`config.mk`:
```
export PLATFORM = sky130hd
export DESIGN_NAME = sipo_receiver
export DESIGN_NICKNAME = d
export VERILOG_FILES = /design/src/rtl/sipo_receiver.sv
export SDC_FILE = /design/constraint.sdc
export NUM_CORES = 1
export LEC_CHECK = 0
export ABC_AREA = 1
export CORE_UTILIZATION = 30
export DETAILED_ROUTE_END_ITERATION = 7
export PLACE_DENSITY_LB_ADDON = 0.12
export SKIP_CTS_REPAIR_TIMING = 1
export SYNTH_ARGS = -nofsm -noshare
export SYNTH_HDL_FRONTEND = slang
export SYNTH_SLANG_ARGS = --single-unit
```
`constraint.sdc`:
```
create_clock -name clk -period 1.5 [get_ports clk]
set_clock_uncertainty 0.1 [all_clocks]
set_input_delay 0.3 -clock clk [delete_from_list [all_inputs] [get_ports clk]]
set_output_delay 0.3 -clock clk [all_outputs]
set_load 0.03 [all_outputs]
```
`src/rtl/sipo_receiver.sv`:
```
// MSB-first serial-in/parallel-out receiver with START framing and BIT_EN sampling.
// Ports: clk, rst, SI, START, BIT_EN -> PDATA, DATA_VALID, BUSY, PERR; opt. SIPO_PARITY_CHECK_EN.
module sipo_receiver #(
  parameter int              WIDTH = 8,
  parameter logic [WIDTH-1:0] INIT = '0
) (
  input  logic             clk,
  input  logic             rst,
  input  logic             SI,
  input  logic             START,
  input  logic             BIT_EN,
  output logic [WIDTH-1:0] PDATA,
  output logic             DATA_VALID,
  output logic             BUSY,
  output logic             PERR
);

  localparam logic [1:0] S_IDLE  = 2'd0;
  localparam logic [1:0] S_SHIFT = 2'd1;
  localparam logic [1:0] S_PAR   = 2'd2;

  logic [1:0]       state;
  logic [4:0]       cnt;
  logic [WIDTH-1:0] shreg;
  logic [WIDTH-1:0] nxt;
  logic             last;

  assign nxt  = {shreg[WIDTH-2:0], SI};
  assign last = BIT_EN && (cnt == 5'(WIDTH-1));
  assign BUSY = (state != S_IDLE);

`ifdef SIPO_PARITY_CHECK_EN
  logic perr_q;
  assign PERR = perr_q;
`else
  assign PERR = 1'b0;
`endif

  always_ff @(posedge clk) begin
    if (rst) begin
      state      <= S_IDLE;
      cnt        <= '0;
      shreg      <= '0;
      PDATA      <= INIT;
      DATA_VALID <= 1'b0;
`ifdef SIPO_PARITY_CHECK_EN
      perr_q     <= 1'b0;
`endif
    end else begin
      DATA_VALID <= 1'b0;
      unique case (1'b1)
        state == S_IDLE: begin
          if (START) begin
            state <= S_SHIFT;
            cnt   <= '0;
          end
        end
        state == S_SHIFT: begin
          if (BIT_EN) begin
            shreg <= nxt;
            cnt   <= cnt + 5'd1;
            if (last) begin
              PDATA      <= nxt;
              DATA_VALID <= 1'b1;
`ifdef SIPO_PARITY_CHECK_EN
              state      <= S_PAR;
`else
              state      <= S_IDLE;
`endif
            end
          end
        end
`ifdef SIPO_PARITY_CHECK_EN
        state == S_PAR: begin
          // Even parity over the word just completed plus the parity bit.
          if (BIT_EN) begin
            perr_q <= (^PDATA) ^ SI;
            state  <= S_IDLE;
          end
        end
`endif
        default: state <= S_IDLE;
      endcase
    end
  end

endmodule

```
Word level (Yosys, flattened, before mapping)
Index checks and enable logic that the tools add are counted.
- bits in registers: 23
- input bits: 5
- output and inout bits: 11
- logic and storage cells: 30
- add/sub/neg operators: 1
- eq/ne operators: 5
- multiplexer cells: 8
- bitwise logic cells: 2
- reduce and logical (&&, ||, !) cells: 9
- operators by type and width (operator ; count):
    5-bit two-way mux ; 2
    5-bit case mux with 2 select lines ; 1
    3-bit AND reduction ; 3
    2-bit two-way mux ; 3
    2-bit != test (second input constant) ; 3
    5-bit by 1-bit adder with 5-bit output (second input constant) ; 1
    5-bit by 3-bit == test with 1-bit output (second input constant) ; 1
    2-bit case mux with 2 select lines ; 1
    2-bit nonzero test ; 2
    3-bit OR reduction ; 1
    2-bit by 1-bit == test with 1-bit output (second input constant) ; 1
    2-bit zero test ; 1
    1-bit inverter ; 2
    2-bit AND reduction ; 1
    1-bit logical AND ; 1
    1-bit two-way mux ; 1

Logic depth before layout (Yosys ltp)
- depth after elaboration: 5
- depth in mapped cells: 6
- depth with buffers taken out: 6

Least setup slack after synthesis
OpenSTA, ideal clock, no wires.
- path kind: reg-to-reg
- start point: reg state[0]
- end point: reg PDATA[0]
- library setup time: 0.114 ns
- data arrival time: 1.074 ns
- required time: 1.286 ns
- slack: 0.212 ns
- cell stages (with the launch flop): 6
- path buffers: 0
- clock period less this slack: 1.288 ns
- cells stage by stage: dfxtp_1 -> nand2_4 -> nor2_8 -> nand2_4 -> nand3_1 -> nand2_1
- word-level cells in the longest chain between the ends: 2
- RTL lines (what ; RTL line ; source):
    start: declaration ; 22 ; logic [1:0] state;
    start signal: assignment ; 41 ; state <= S_IDLE;
    start signal: assignment ; 54 ; state <= S_SHIFT;
    start signal: assignment ; 68 ; state <= S_IDLE;
    2-bit by 1-bit == test with 1-bit output ; 58 ; state == S_SHIFT: begin
    3-bit AND reduction (no line) ; n/a ;
    end signal: assignment ; 63 ; PDATA <= nxt;
    end: declaration ; 12 ; output logic [WIDTH-1:0] PDATA,
Every way passes these cells.
A chain may end at the register's enable or synchronous reset.

Worst setup path in the final report
- start point: reg PDATA[0]
- end point: out PDATA[0]
No word-level cell between the ends.

==> flow_summary.toml <==
[placement]
numPortBuffers = 14
hpwlAfterDp_um = 1260
place.gp.congestion = 0.663
dp_slack_ps = -109

[status]
violations = "design-rule violations"
status = "finished with violations"

[cts]
root_buffer = "clkbuf_4"
clk_latency_ps = 300
cts_tree = "built"
path_clk_slew_ps = 120
cts_sinks = 22
ctsLongestPathBuffers = 2
htree_levels = 1
cts_buffers = 3

[floorplan]
die_h_um = 57.2
die_area_um2 = 3270
core_um2 = 2830
row_count = 19
die_w_um = 57.2
io_pins = 16
initial_core_util_pct = 32.3

[pwr]
p_total_w = 0.00117
p_leak_nw = 0.664
ir_drop_mv = 0.347
power_density_nw_per_um2 = 981

[setup_path]
max_stage_delay_ps = 360
path_class = "reg2out"
worstSetupStartpointType = "flip-flop"
cp.required_ps = 1100
cp_max_fo = 2
path_buf_inv = 1
cp_slowest_cell = "dfxtp_1"
path_cells = "dlymetal6s2s_1"
cp-end-kind = "output port"
worst_ep_arrival_time_ps = 950
cp_top_family = "flip-flops"

[global_routing]
grt_pass1_vias = 680
grt_pass1_wl_um = 3090
grt_overflow = 0
grt_max_degree = 26
track_usage_pct = 12.3
antenna_found_initial = 0

[route]
antenna_left = 0
drt_wl_total_um = 1740
via_per_inst = 4.66
drcViolationCount = 4
drt_iter0_drc = 16
vias = 746
routedWlPerCell_um = 10.9
drtPass1Iterations = 6

[logic_synthesis]
synth-main-ff-cell = "dfxtp_1"
synth_xor_area_share_pct = 0
synth-adder-area-share_pct = 1.37
synth.cell_area_um2 = 913
synthCells = 109
synth.distinct_cells = 20
synth_area_per_cell_um2 = 8.38
synth_top_family_by_area = "simple AND/OR/NAND/NOR gates"
async_flop_share_pct = 0
yosysWarnings = 0
synth_compound_area_share_pct = 8.63
synthMuxAreaShare_pct = 0
ys_seq_area_share_pct = 48.2
synth_fp_nets = 115
synthSimpleGateAreaFrac_pct = 35.6
synth-edff-count = 0
synth-seq-cells = 22

[timing]
min_period_ps = 1350
holdWs_ps = 366
finalWorstSetupSlack_ps = 151
fmax_ghz = 0.741
slew_viol_final = 0
finalSetupViolCount = 0
finalCritPeriodShare_pct = 89.9
final-hold-violation-count = 0
rsz0062_at_grt = "no"

[finish]
antenna_cells = 0
final_nets = 136
area_growth_pct = 30.1
final_layout_size_suffix_gt1_share_pct = 15.5
fin_util_pct = 42.0

[min_path]
hold_class = "reg2reg"

[flow_run]
cap_violations = 0
==> layout by cell type, fill, tap and decap left out, drive strengths merged <==
cell | Yosys | layout
a21oi | 6 | 6
buf | 4 | 7
bufinv | 0 | 1
clkbuf | 0 | 3
clkdlybuf4s50 | 0 | 4
clkinv | 1 | 1
conb | 1 | 1
dfxtp | 22 | 22
dlymetal6s2s | 0 | 9
ha | 1 | 1
inv | 4 | 4
nand2 | 18 | 18
nand3 | 11 | 11
nand4 | 8 | 8
nor2 | 24 | 24
o21ai | 9 | 9
==> cell usage after synthesis (2+ instances only) <==
library cell   n  area [um^2]
nor2_1        21         78.8
dfxtp_1       22          440
buf_4          3         22.5
inv_1          4         15.0
o21ai_0        8         40.0
nand2_4        3         33.8
nand2_1       13         48.8
a21oi_1        5         25.0
nor2_2         2         12.5
nand3_1       11         55.1
nand4_1        8         50.1
==> layer usage <==
metal / vias up / GRT usage, % / wire (um)
met1: 331 / 15.9 / 872
met5: - / 0 / 0
li1: 405 / - / -
met3: 2 / 2.72 / 51
met4: 0 / 6.27 / 16
met2: 8 / 19.3 / 797
==> power breakdown <==
part,leakage [nW],switching [W],internal (W)
logic,0.458,0.0000595,0.0000429
registers,0.179,0.0000133,0.000600
clock network,0.0279,0.000181,0.000270
==> state kept, by name, indices dropped and copies added (netlist names) <==
| name | count |
|---|---|
| cnt | 5 |
| state | 1 |
| PDATA | 8 |
| DATA_VALID | 1 |
| shreg | 7 |
==> logic make-up after synthesis <==
| group | Yosys count |
|---|---|
| adder cells (fa/ha/maj) | 1 |
| AND/OR/NAND/NOR | 61 |
| flip-flops | 22 |
| other | 1 |
| buffers and inverters | 9 |
| AO/OA/AOI/OAI | 15 |
==> cell type report <==
class | instances | area, um^2
repair buffers | 20 | 218
flip-flops and latches | 22 | 440
multi-input cells | 78 | 420
well taps | 31 | 38.8
fillers | 302 | 1640
clock inverters | 1 | 30.0
inverters | 5 | 18.8
clock buffers | 3 | 22.5
==> stage by stage <==
step           setup TNS (ps)  std cells  cell area [um^2]
2_1_floorplan               0        109               913
3_3_place_gp             -228        156              1110
3_5_place_dp             -651        156              1110
4_1_cts                 -2140        160              1170
5_1_grt                     0        160              1190
6_report                    0        160              1190
==> path summary, 6_finish.rpt <==
kind	startpoint	to	slack (ps)	cells after the start
max reg2reg	cnt[0]	PDATA[0]	190	6
min reg2reg	PDATA[1]	PDATA[1]	370	2
min	PDATA[1]	PDATA[1]	370	2
max	PDATA[0]	PDATA[0]	150	1
No activity file was read; power rests on OpenSTA's default activity.
==> RTL edit 1, RTL diff (config.mk and constraints unchanged) <==
Make the reset (`rst`) asynchronous in one clocked block.
--- a/src/rtl/sipo_receiver.sv
+++ b/src/rtl/sipo_receiver.sv
@@ -37,5 +37,5 @@
 `endif
 
-  always_ff @(posedge clk) begin
+  always_ff @(posedge clk or posedge rst) begin
     if (rst) begin
       state      <= S_IDLE;
Behaviour: differs if rst is asserted again (counterexample within 4 cycles, from zero or initial values and one cycle with rst high); with rst held inactive, the same outputs for 10 cycles.
==> RTL edit 1 against the original RTL <==
Critical path depth unchanged. Synthesized cell count down 9.2%. Utilization up 0.44 points. Wire length down 5.9%. Highest routed layer unchanged. Worst setup slack worse by 0.035 ns. Critical endpoint unchanged. Sequential cell count unchanged. Via count down 10%. Design area up 2.7%. Synthesized area up 3.3%.
Power is not compared: it rests on default switching activity, and its combinational part moved more than twofold at a synthesized area within 25%.
==> RTL edit 1: results (changes against the original RTL) <==
[status]
status = complete, no violations  ; was finished, violations left

[worst_setup_path]
critPathTopFamily = flip-flops  ; unchanged
r2r-start = cnt[1]  ; was cnt[0]
r2r-end = PDATA[7]  ; was PDATA[0]
arrival_ns = 0.98  ; was 0.95 ns
startpoint = PDATA[0]  ; unchanged
r2r_cells = 8  ; was 6
crit_slowest_cell = dfrtp_1  ; was dfxtp_1
ff2ff_setup_slack_ns = 0.12  ; was 0.19 ns
slowest_delay_ns = 0.38  ; was 0.36 ns

[timing]
min_period_ns = 1.38  ; was 1.35 ns
slew_viol_final = 0  ; unchanged
hold_slack_ns = 0.223  ; was 0.366 ns
tns_ns = 0  ; unchanged

[logic_synthesis]
yosys_warnings = 0  ; unchanged
synth_fp_nets = 105  ; was 115
ys_async_sr_fraction = 1.00  ; was 0
synth.area.top_cells = dfrtp_1, nand2_1, o21ai_2  ; was dfxtp_1, nor2_1, nand3_1
yosysSeqAreaShare = 0.584  ; was 0.482
ys_top_cells_by_count = dfrtp_1, nand2_1, inv_1, o21ai_1  ; was dfxtp_1, nor2_1, nand2_1, nand3_1
synth_cell_type_count = 15  ; was 20
syn_inst = 99  ; was 109

[routing]
wl_per_cell_um = 10.2  ; was 10.9 µm
drtPass1Iterations = 4  ; was 6
viasPerCell = 4.18  ; was 4.66
drtIter0Drc = 22  ; was 16

[grt]
first_global_vias = 652  ; was 680
grt_max_degree = 23  ; was 26
track_usage = 0.115  ; was 0.123
grt_pass1_wl_um = 2900  ; was 3090 µm

[cells_and_area]
drive_gt1_frac = 0.195  ; was 0.155
fillers = 295  ; was 302
fin_nets = 125  ; was 136
largest_registers = PDATA (8), shreg (7), cnt (5)  ; unchanged
diodes = 0  ; unchanged

[floorplanning]
initial_utilization = 0.328  ; was 0.323

[placed_design]
place_ws_ns = -0.0768  ; was -0.109 ns
gp_congestion = 0.762  ; was 0.663
dp_hpwl_um = 1100  ; was 1260 µm
placed_area_um2 = 1150  ; was 1110 µm²

[cts]
path_clk_slew_ns = 0.12  ; about the same
clockRootBuffer = clkbuf_4  ; unchanged

[pwr]
max-vdd-ir-drop_mv = 0.760

[min_path]
hold_class = input pin to asynchronous set/reset pin  ; was register to register

[RTL edit 1: changes by cell type after synthesis, sizes merged]
| cell | unedited run | this run |
|---|---|---|
| a21oi | 6 | 3 |
| clkinv | 1 | 0 |
| dfrtp | 0 | 22 |
| dfxtp | 22 | 0 |
| inv | 4 | 12 |
| nand2 | 18 | 26 |
| nand3 | 11 | 6 |
| nand4 | 8 | 0 |
| nor2 | 24 | 8 |
| o21ai | 9 | 16 |
[RTL edit 1: per-layer routing]
metal | GRT usage | up-vias | share of wire
li1 | - | 349 | -
met1 | 0.145 | 305 | 0.49
met2 | 0.177 | 13 | 0.45
met3 | 0.0469 | 2 | 0.047
met4 | 0.0408 | 0 | 0.013
met5 | 0 | - | 0
[RTL edit 1: cell type report]
type | instances | area, µm² | share of cell area
Sequential cell | 22 | 551 | 0.451
Multi-Input combinational cell | 61 | 310 | 0.254
Timing Repair Buffer | 19 | 210 | 0.172
Tap cell | 42 | 52.6 | 0.0430
Inverter | 12 | 45.0 | 0.0369
Clock inverter | 1 | 30.0 | 0.0246
Clock buffer | 3 | 22.5 | 0.0184
[RTL edit 1: cells by family after synthesis]
family / Yosys count / share of synthesized area
buf+inv: 16 / 0.0875
other cells: 1 / 0.00397
fa+ha+maj: 1 / 0.0133
flops: 22 / 0.584
simple gates: 40 / 0.183
compound gates: 19 / 0.129
[RTL edit 1: power by group through the flow]
| stage | logic (µW) | clock network, µW | registers (µW) |
|---|---|---|---|
| floorplan | 396 | 0 | 1130 |
| global placement | 855 | 0 | 967 |
| detailed placement | 860 | 0 | 974 |
| CTS | 867 | 471 | 962 |
| global route | 937 | 496 | 990 |
| finish | 840 | 452 | 957 |
[RTL edit 1: tightest hold or removal path: stages]
cell and delay (ns):
clkdlybuf4s50_1 0.40, inv_1 0.05, buf_4 0.28
==> RTL edit 2, RTL diff (same flow settings) <==
Made on the original files. `WIDTH`: 8 -> 12.
--- a/src/rtl/sipo_receiver.sv
+++ b/src/rtl/sipo_receiver.sv
@@ -2,5 +2,5 @@
 // Ports: clk, rst, SI, START, BIT_EN -> PDATA, DATA_VALID, BUSY, PERR; opt. SIPO_PARITY_CHECK_EN.
 module sipo_receiver #(
-  parameter int              WIDTH = 8,
+  parameter int              WIDTH = 12,
   parameter logic [WIDTH-1:0] INIT = '0
 ) (
Ports: changed (resized PDATA); port bits go from 16 to 20. The function was not compared with the original's and may differ.
==> RTL edit 2 against the original RTL <==
Synthesized cell count up 34%. Sequential cell count up 8. Sequential share of layout area up 2.3 points. Power up 31%. Utilization down 0.32 points. Sequential power up 36%. Design area up 28%. Worst setup slack worse by 0.039 ns. Maximum frequency down 2.8%. Wire length up 41%. Critical path depth up 5. Synthesized area up 26%. Final cell count up 35%. Critical endpoint is now PDATA[0]. Largest power group unchanged.
==> RTL edit 2: results (changes against the original RTL) <==
[placed_design]
place_ws_ns = -0.0953  ; was -0.109 ns
port_buffers = 18  ; was 14
place_inst = 209  ; was 156
dp_hpwl_um = 1630  ; was 1260 µm
gp_congestion = 0.762  ; was 0.663

[timing]
min_period_ns = 1.39  ; was 1.35 ns

[grt]
grt.met3_usage = 0.0393  ; was 0.0272
grt_pass1_wl_um = 4190  ; was 3090 µm
use_met1 = 0.149  ; was 0.159
first_global_vias = 982  ; was 680
antenna_found_initial = 0  ; unchanged
grtUsageMet2 = 0.227  ; was 0.193
track_usage = 0.132  ; was 0.123
grt_max_degree = 38  ; was 26

[cts]
numCtsBuffers = 5  ; was 3
path_clk_slew_ns = 0.06  ; was 0.12 ns
htree_levels = 2  ; was 1
clockRootBuffer = clkbuf_8  ; was clkbuf_4
clk_latency_ns = 0.27  ; was 0.30 ns

[worst_setup_path]
critPathTopFamily = simple AND/OR/NAND/NOR gates  ; was flip-flops
worstPathMaxFanout = 12  ; was 2
slowest_delay_ns = 0.38  ; was 0.36 ns
ff2ff_setup_slack_ns = 0.11  ; was 0.19 ns
crit_slowest_cell = dfxtp_1  ; unchanged
arrival_ns = 1.50  ; was 0.95 ns
setup.worst_path.end = PDATA[0]  ; unchanged
startpoint = cnt[0]  ; was PDATA[0]

[pwr]
max-vdd-ir-drop_mv = 0.579  ; was 0.347 mV
power.leakage_uw = 0.000858  ; was 0.000664 µW
seq-power_uw = 835  ; was 613 µW
power.internal_uw = 1190  ; was 913 µW
power.net_switching_uw = 340  ; was 254 µW
power_combinational_uw = 115  ; was 102 µW

[cells_and_area]
fillers = 388  ; was 302
fin_nets = 174  ; was 136
drive_gt1_frac = 0.0893  ; was 0.155
largest_registers = PDATA (12), shreg (11), cnt (5)  ; was PDATA (8), shreg (7), cnt (5)
diodes = 0  ; unchanged

[status]
status = complete, no violations  ; was finished, violations left

[routing]
num_vias = 1019  ; was 746
drtIter0Drc = 76  ; was 16
drtPass1Iterations = 4  ; was 6
viasPerCell = 4.72  ; was 4.66
wirelength_um = 2440  ; was 1740 µm

[logic_synthesis]
ys_top_cells_by_count = nor2_1, dfxtp_1, nand2_1, nand3_1, nand4_1  ; was dfxtp_1, nor2_1, nand2_1, nand3_1
synth.area.top_cells = dfxtp_1, nor2_1, nand3_1  ; unchanged
yosys-mux-area-fraction = 0  ; unchanged
synth_compound_area_frac = 0.0783  ; was 0.0863
ys_async_sr_fraction = 0  ; unchanged
synth_cell_type_count = 18  ; was 20
syn_inst = 146  ; was 109
yosysSeqAreaShare = 0.522  ; was 0.482
yosys.area_share.adder = 0.0109  ; was 0.0137

[min_path]
hold_class = register to register  ; unchanged

==> RTL edit 2: changes by cell type after synthesis, moves of 2 or more <==
| cell | change |
|---|---|
| nor2_2 | -2 |
| buf_2 | +4 |
| clkbuf_1 | +2 |
| nand4_1 | +4 |
| nand3_1 | +5 |
| dfxtp_1 | +8 |
| nand2_1 | +8 |
| o21ai_0 | +3 |
| nor2_1 | +10 |
| nand2_4 | -3 |
==> RTL edit 2: metrics by stage <==
stage               setup TNS [ns]  cell area [µm²]
global route                     0             1530
global placement            -0.791             1410
detailed placement           -1.16             1410
finish                           0             1530
CTS                          -2.51             1480
floorplan                        0             1150
==> RTL edit 2: cell type report <==
| class | count | share of cell area |
|---|---|---|
| flip-flops and latches | 30 | 0.393 |
| multi-input cells | 103 | 0.318 |
| repair buffers | 24 | 0.189 |
| clock buffers | 7 | 0.0500 |
| well taps | 48 | 0.0393 |
| inverters | 4 | 0.00984 |
==> RTL edit 2: routing by layer <==
layer / wire length [µm] / share of wire
met5: 0 / 0
met4: 34 / 0.014
met3: 98 / 0.040
met2: 1160 / 0.47
met1: 1150 / 0.47
==> RTL edit 2: worst min-delay path by stage <==
stage               depth (start not counted)        to  slack [ns]      from
floorplan                                   1    cnt[1]        0.27       rst
global placement                            2  PDATA[8]        0.36  PDATA[8]
detailed placement                          2  PDATA[9]        0.36  PDATA[9]
CTS                                         2  PDATA[9]        0.37  PDATA[9]
global route                                2  PDATA[4]        0.38  PDATA[4]
finish                                      2  PDATA[9]        0.36  PDATA[9]
==> RTL edit 2: worst reg2reg max path: stages, from the launching register on <==
cell	delay (ns)
dfxtp_1	0.38
ha_1	0.22
nand2_1	0.12
nor2_4	0.14
buf_6	0.17
nand4_1	0.11
nand2_1	0.08
